## config.mk

```make
export PLATFORM = sky130hd
export DESIGN_NAME = clk_div_gen
export DESIGN_NICKNAME = d
export VERILOG_FILES = /design/src/rtl/clk_div_pkg.sv /design/src/rtl/clk_div_ch.sv /design/src/rtl/clk_div_gen.sv
export SDC_FILE = /design/constraint.sdc
export NUM_CORES = 1
export LEC_CHECK = 0
export ABC_AREA = 1
export CORE_ASPECT_RATIO = 0.6
export CORE_UTILIZATION = 61
export DETAILED_ROUTE_END_ITERATION = 8
export HOLD_SLACK_MARGIN = 0.02
export PLACE_DENSITY = 0.87
export SLEW_MARGIN = 0
export SYNTH_ARGS = -nofsm -noshare
export SYNTH_HDL_FRONTEND = slang
export SYNTH_SLANG_ARGS = --single-unit
export TNS_END_PERCENT = 5
```

## constraint.sdc

```tcl
create_clock -name clk -period 2.72 [get_ports clk]
set_input_delay 0.544 -clock clk [delete_from_list [all_inputs] [get_ports clk]]
set_output_delay 0.544 -clock clk [all_outputs]
set_load 0.05 [all_outputs]
```

## src/rtl/clk_div_pkg.sv

```systemverilog
// Shared types, constants and configuration clamping for the clk_div_gen clock generator.
package clk_div_pkg;

    localparam int unsigned CNT_W_DEF = 8;
    // Config fields are carried at this fixed width; CNT_W must not exceed it.
    localparam int unsigned CFG_W     = 16;

    localparam logic [15:0] LFSR_SEED = 16'hACE1;
    // Feedback taps for x^16 + x^14 + x^13 + x^11 + 1 (bits 15, 13, 12, 10).
    localparam logic [15:0] LFSR_TAPS = 16'hB400;

    typedef struct packed {
        logic             en;
        logic             jit;
        logic [CFG_W-1:0] period;
        logic [CFG_W-1:0] high;
    } ch_cfg_t;

    function automatic ch_cfg_t clamp_cfg(input logic en, input logic jit,
                                          input logic [CFG_W-1:0] period,
                                          input logic [CFG_W-1:0] high);
        ch_cfg_t c;
        c.en     = en;
        c.jit    = jit;
        c.period = (period < CFG_W'(2)) ? CFG_W'(2) : period;
        c.high   = (high == '0) ? CFG_W'(1) : high;
        if (c.high >= c.period)
            c.high = c.period - 1'b1;
        return c;
    endfunction

endpackage

```

## src/rtl/clk_div_ch.sv

```systemverilog
// One clk_div_gen channel: OFF/RUN state, period counter, shadow config and registered outputs.
module clk_div_ch
    import clk_div_pkg::*;
#(
    parameter int unsigned CNT_W = CNT_W_DEF
) (
    input  logic    clk,
    input  logic    rst_n,
    input  logic    acc,
    input  ch_cfg_t cfg,
    input  logic    lfsr_bit,
    output logic    clk_out,
    output logic    tick,
    output logic    pending
);

    typedef enum logic {ST_OFF, ST_RUN} state_t;

    state_t           state;
    ch_cfg_t          act;
    ch_cfg_t          shadow;
    ch_cfg_t          nxt;
    logic [CNT_W-1:0] cnt;
    logic             jbit;
    logic [CFG_W:0]   cnt_x;
    logic [CFG_W:0]   p_last;
    logic             boundary;

    always_comb begin
        cnt_x    = (CFG_W+1)'(cnt);
        p_last   = {1'b0, act.period} + (CFG_W+1)'(jbit) - (CFG_W+1)'(1);
        boundary = (state == ST_RUN) && (cnt_x == p_last);
        nxt      = pending ? shadow : act;
    end

    // Outputs are decoded from the next counter value so they line up with cnt.
    always_ff @(posedge clk or negedge rst_n) begin
        if (!rst_n) begin
            state   <= ST_OFF;
            act     <= '0;
            shadow  <= '0;
            pending <= 1'b0;
            cnt     <= '0;
            jbit    <= 1'b0;
            clk_out <= 1'b0;
            tick    <= 1'b0;
        end else begin
            case (state)
                ST_OFF: begin
                    if (acc) begin
                        act <= cfg;
                        if (cfg.en) begin
                            state   <= ST_RUN;
                            cnt     <= '0;
                            jbit    <= 1'b0;
                            pending <= 1'b0;
                            clk_out <= 1'b1;
                            tick    <= 1'b1;
                        end
                    end
                end
                ST_RUN: begin
                    if (boundary) begin
                        act     <= nxt;
                        pending <= 1'b0;
                        cnt     <= '0;
                        jbit    <= nxt.jit & lfsr_bit;
                        clk_out <= nxt.en;
                        tick    <= nxt.en;
                        if (!nxt.en)
                            state <= ST_OFF;
                    end else begin
                        cnt     <= cnt + 1'b1;
                        clk_out <= (cnt_x + 1'b1) < {1'b0, act.high};
                        tick    <= 1'b0;
                    end
                    // A request landing in the boundary cycle waits for the next boundary.
                    if (acc) begin
                        shadow  <= cfg;
                        pending <= 1'b1;
                    end
                end
                default: state <= ST_OFF;
            endcase
        end
    end

endmodule

```

## src/rtl/clk_div_gen.sv

```systemverilog
// clk_div_gen: NUM_CH programmable clock/strobe generators with glitch-free reconfiguration.
// Define CLKDIV_JITTER_EN to build the shared LFSR and per-channel period jitter.
module clk_div_gen
    import clk_div_pkg::*;
#(
    parameter int unsigned  NUM_CH = 2,
    parameter int unsigned  CNT_W  = CNT_W_DEF,
    localparam int unsigned CH_W   = (NUM_CH > 1) ? $clog2(NUM_CH) : 1
) (
    input  logic              clk,
    input  logic              rst_n,
    input  logic              cfg_valid,
    output logic              cfg_ready,
    input  logic [CH_W-1:0]   cfg_ch,
    input  logic              cfg_en,
    input  logic [CNT_W-1:0]  cfg_period,
    input  logic [CNT_W-1:0]  cfg_high,
    input  logic              cfg_jit,
    output logic [NUM_CH-1:0] clk_out,
    output logic [NUM_CH-1:0] tick
);

    logic [NUM_CH-1:0] pending;
    logic [NUM_CH-1:0] acc;
    logic [NUM_CH-1:0] jit_bit;
    ch_cfg_t           cfg_c;

    // Out-of-range channel numbers fall through with ready=1 and no acceptance.
    always_comb begin
        cfg_ready = 1'b1;
        acc       = '0;
        for (int unsigned i = 0; i < NUM_CH; i++) begin
            if (cfg_ch == CH_W'(i))
                cfg_ready = ~pending[i];
        end
        for (int unsigned i = 0; i < NUM_CH; i++) begin
            acc[i] = cfg_valid && cfg_ready && (cfg_ch == CH_W'(i));
        end
    end

    assign cfg_c = clamp_cfg(cfg_en, cfg_jit, CFG_W'(cfg_period), CFG_W'(cfg_high));

`ifdef CLKDIV_JITTER_EN
    logic [15:0] lfsr;

    always_ff @(posedge clk or negedge rst_n) begin
        if (!rst_n)
            lfsr <= LFSR_SEED;
        else
            lfsr <= {lfsr[14:0], ^(lfsr & LFSR_TAPS)};
    end

    always_comb begin
        jit_bit = '0;
        for (int unsigned i = 0; i < NUM_CH; i++) begin
            jit_bit[i] = lfsr[4'(i % 16)];
        end
    end
`else
    assign jit_bit = '0;
`endif

    for (genvar g = 0; g < NUM_CH; g++) begin : g_ch
        clk_div_ch #(.CNT_W(CNT_W)) u_ch (
            .clk      (clk),
            .rst_n    (rst_n),
            .acc      (acc[g]),
            .cfg      (cfg_c),
            .lfsr_bit (jit_bit[g]),
            .clk_out  (clk_out[g]),
            .tick     (tick[g]),
            .pending  (pending[g])
        );
    end

endmodule

```

==> flow_summary_export.csv <==
group,metric,value,unit
cells_and_area,fin_nets,965,
timing,finalClockSkew,0.00623,ns
timing,period_needed,2.56,ns
global_routing,grt_pass1_wl,27200,um
yosys,synth_cell_types,35,
yosys,synth-adder-area-share,6.36,%
cells_and_area,layout_commonest_cell,"nand2_1",
cts,cts_buffers,9,
timing,clock.fmax,390,MHz
setup_path,critPathRequiredTime,2.96,ns
floorplanning,rows,27,
timing,worst_hold_slack,0.202,ns
cells_and_area,syn2layout_area_growth,16.7,%
yosys,netlist_area,6090,um^2
cells_and_area,diodes,0,
setup_path,critPathMaxFanout,7,
cells_and_area,stdcell_count,1047,
place,place_inst,1023,
route,avgViaCountPerCell,5.76,
floorplanning,ioPinCount,27,
timing,setup_violations,0,
setup_path,r2r_cells,14,
route,drt_iter0_markers,671,
place,io_buffers,25,
place,place_congestion,0.971,
cts,cts_hold_buf,0,
yosys,synthMuxAreaShare,0,%
floorplanning,die_x,131,um
global_routing,grt-ovfl-total,0,
yosys,synth_fp_nets,914,
power,p_sw_share,36.7,%
place,dp_hpwl,12800,um
cells_and_area,final_cell_mix,"nand2_1, inv_1, dfrtp_1, o21ai_0, nor2_1",
setup_path,reg2reg_to,"g_ch[0].u_ch.act[14]",
route,dr.pass1.iters,6,
cells_and_area,drive_gt1_share,11.8,%
floorplanning,die_height,79.4,um
route,wl_met1,7870,um
floorplanning,core,9430,um^2
cts,clk-insertion-delay-late,0.35,ns
power,seqPwrFrac,40.3,%
cts,cts_sinks,96,
timing,postLayoutSetupSlackWorst,0.158,ns
floorplanning,dieArea,10400,um^2
setup_path,arrival,2.81,ns
timing,rsz0062_at_grt,"yes",
yosys,synth-simple-area-share,32.5,%
power,p_comb_share,32.3,%
power,intPower,2980,uW
power,ir_drop,0.000391,V
yosys,synth_xor_area_share,2.16,%
timing,worst_pin_slew,0.708,ns
yosys,synth_compound_area_share,9.71,%
global_routing,grt_start_max_net_pins,50,
cts,clock_path_buffers,2,
yosys,ys.flop_type,"dfrtp_1",
timing,drv_slew,0,
yosys,synth.avg_cell_area,7.08,um^2
power,p_clk_share,27.4,%
setup_path,endpoint,"g_ch[1].u_ch.act[7]",
hold_path,hold_path.class,"in2async",
power,p_switching,1730,uW
route,vias,6030,
route,routed.top_layer,"met4",
timing,hold_viol_final,0,
cts,htree_num_levels,3,
floorplanning,initial_core_util,64.7,%
route,drc_errors,0,
yosys,syn_inst,861,
global_routing,grtUsageTotal,35.2,%
yosys,ys_async_sr_fraction,100,%
route,wl_met3,1920,um
timing,period_share,94.2,%
setup_path,critPathCaptureType,"flop",
place,place_ws,-0.304,ns
yosys,yosysSeqAreaShare,39.4,%
setup_path,reg2reg_slack,0.21,ns
power,power.total,4710,uW
setup_path,worstSetupPathType,"in2reg",
cts,cts_tree,"done",
status,status,"completed",
setup_path,crit_start,"cfg_period[6]",
route,dr_wl_met2,7140,um
power,power_density,662,nW/um^2
power,p_leak,0.00383,uW
route,drtAntennaViolNets,0,
yosys,synth_seq_cells,96,
yosys,synth_top_family_by_area,"simple AND/OR/NAND/NOR gates",
route,drt-total-wl,17100,um
cts,clk_pin_slew,0.06,ns
timing,maxSlewHeadroom,52.3,%
setup_path,critPathLaunchType,"input port",
global_routing,antenna_found_initial,0,
route,wl_per_cell,16.4,um
global_routing,grt_pass1_vias,5656,
yosys,yosysWarnings,0,
yosys,synth_edf_count,0,
flow_run,max_cap_viol_count,0,
cts,root_buffer,"clkbuf_16",
setup_path,r2r_start,"g_ch[0].u_ch.act[20]",
-- registers in the layout (all words and copies together) (netlist names) --
signal and flops:
g_ch.u_ch.pending 2, g_ch.u_ch.tick 2, g_ch.u_ch.state 2, g_ch.u_ch.shadow 36, g_ch.u_ch.act 36, g_ch.u_ch.clk_out 2, g_ch.u_ch.cnt 16
-- stage by stage --
step	cell area, um^2	TNS [ns]	utilization [%]
3_5_place_dp	6640	-5.73	70.5
2_1_floorplan	6090	0	-
3_3_place_gp	6640	-2.87	70.5
6_report	7110	0	75.5
5_1_grt	7110	-0.350	75.5
4_1_cts	6940	0	73.7
-- Yosys cell counts, types with 2 or more instances --
cell	n	area (um^2)
o21ai_0	62	310
nand3_1	43	215
nand3_4	2	35.0
clkbuf_1	16	60.1
o211ai_1	3	22.5
inv_1	117	439
xor2_1	12	105
or2_2	2	12.5
buf_6	2	22.5
inv_2	2	7.51
xnor2_1	3	26.3
nand2_1	305	1140
nand4_1	30	188
nor2_2	6	37.5
nand2_2	3	18.8
nand3_2	4	40.0
nor3_1	7	35.0
a21oi_1	21	105
nand2_4	2	22.5
o22ai_1	19	119
clkinv_1	2	7.51
buf_2	3	15.0
nor2_1	53	199
buf_4	6	45.0
ha_1	31	388
dfrtp_1	96	2400
-- worst max-delay path, stage by stage --
cell and delay, ns:
clkdlybuf4s50_1 0.46, inv_2 0.09, nand2_1 0.09, nor2_2 0.09, nand2_1 0.08, inv_2 0.08
nor2_2 0.05, ha_1 0.28, inv_1 0.04, o21bai_1 0.12, nand2_1 0.07, nand2_1 0.07
nand2_2 0.09, buf_6 0.15, nand4_1 0.07, nand2_1 0.12, nand2_1 0.07, o21ai_0 0.09
nand2_1 0.09, nand2_1 0.06
-- timing repair --
item / CTS / global route
resized for setup: 0 / 37
endpoints found under the setup margin: 0 / 63
setup buffers: 0 / 7
-- kinds of logic (layout without fill, tap and decap cells) --
| kind of cell | Yosys count | count (layout) |
|---|---|---|
| simple gates | 461 | 462 |
| buf+inv | 149 | 204 |
| compound gates | 109 | 109 |
| flops | 96 | 96 |
| fa+ha+maj | 31 | 31 |
| xor+xnor | 15 | 15 |
-- final cells by class --
class                           instances  area, um^2
Multi-Input combinational cell        617        3200
Sequential cell                        96        2400
Fill cell                             680        2310
Timing Repair Buffer                   67         597
Inverter                              121         454
Clock buffer                           11         243
Tap cell                              130         163
Clock inverter                          5        56.3
-- power groups by stage --
stage | logic, uW | clock network [uW] | registers (uW)
finish | 1520 | 1290 | 1900
CTS | 1470 | 1290 | 1880
global placement | 1360 | 0 | 1890
floorplan | 1050 | 0 | 1850
detailed placement | 1450 | 0 | 1910
global route | 1730 | 1360 | 1920
-- per-layer routing --
metal / vias up / GRT usage [%]
met5: - / 0
met4: 0 / 9.54
met3: 23 / 9.38
met2: 304 / 50.3
met1: 2851 / 52.1
li1: 2852 / -
-- worst min path at each step --
stage	start	end	slack (ns)	depth (start not counted)
after floorplan	rst_n	g_ch[0].u_ch.act[0]	0.25	0
after global placement	g_ch[1].u_ch.shadow[0]	g_ch[1].u_ch.shadow[0]	0.46	2
after detailed placement	g_ch[0].u_ch.act[23]	g_ch[0].u_ch.act[23]	0.46	2
after CTS	rst_n	g_ch[0].u_ch.shadow[1]	0.23	1
after global routing	rst_n	g_ch[1].u_ch.act[4]	0.25	1
final	rst_n	g_ch[1].u_ch.act[3]	0.20	1
No activity file was read; power rests on OpenSTA's default activity.
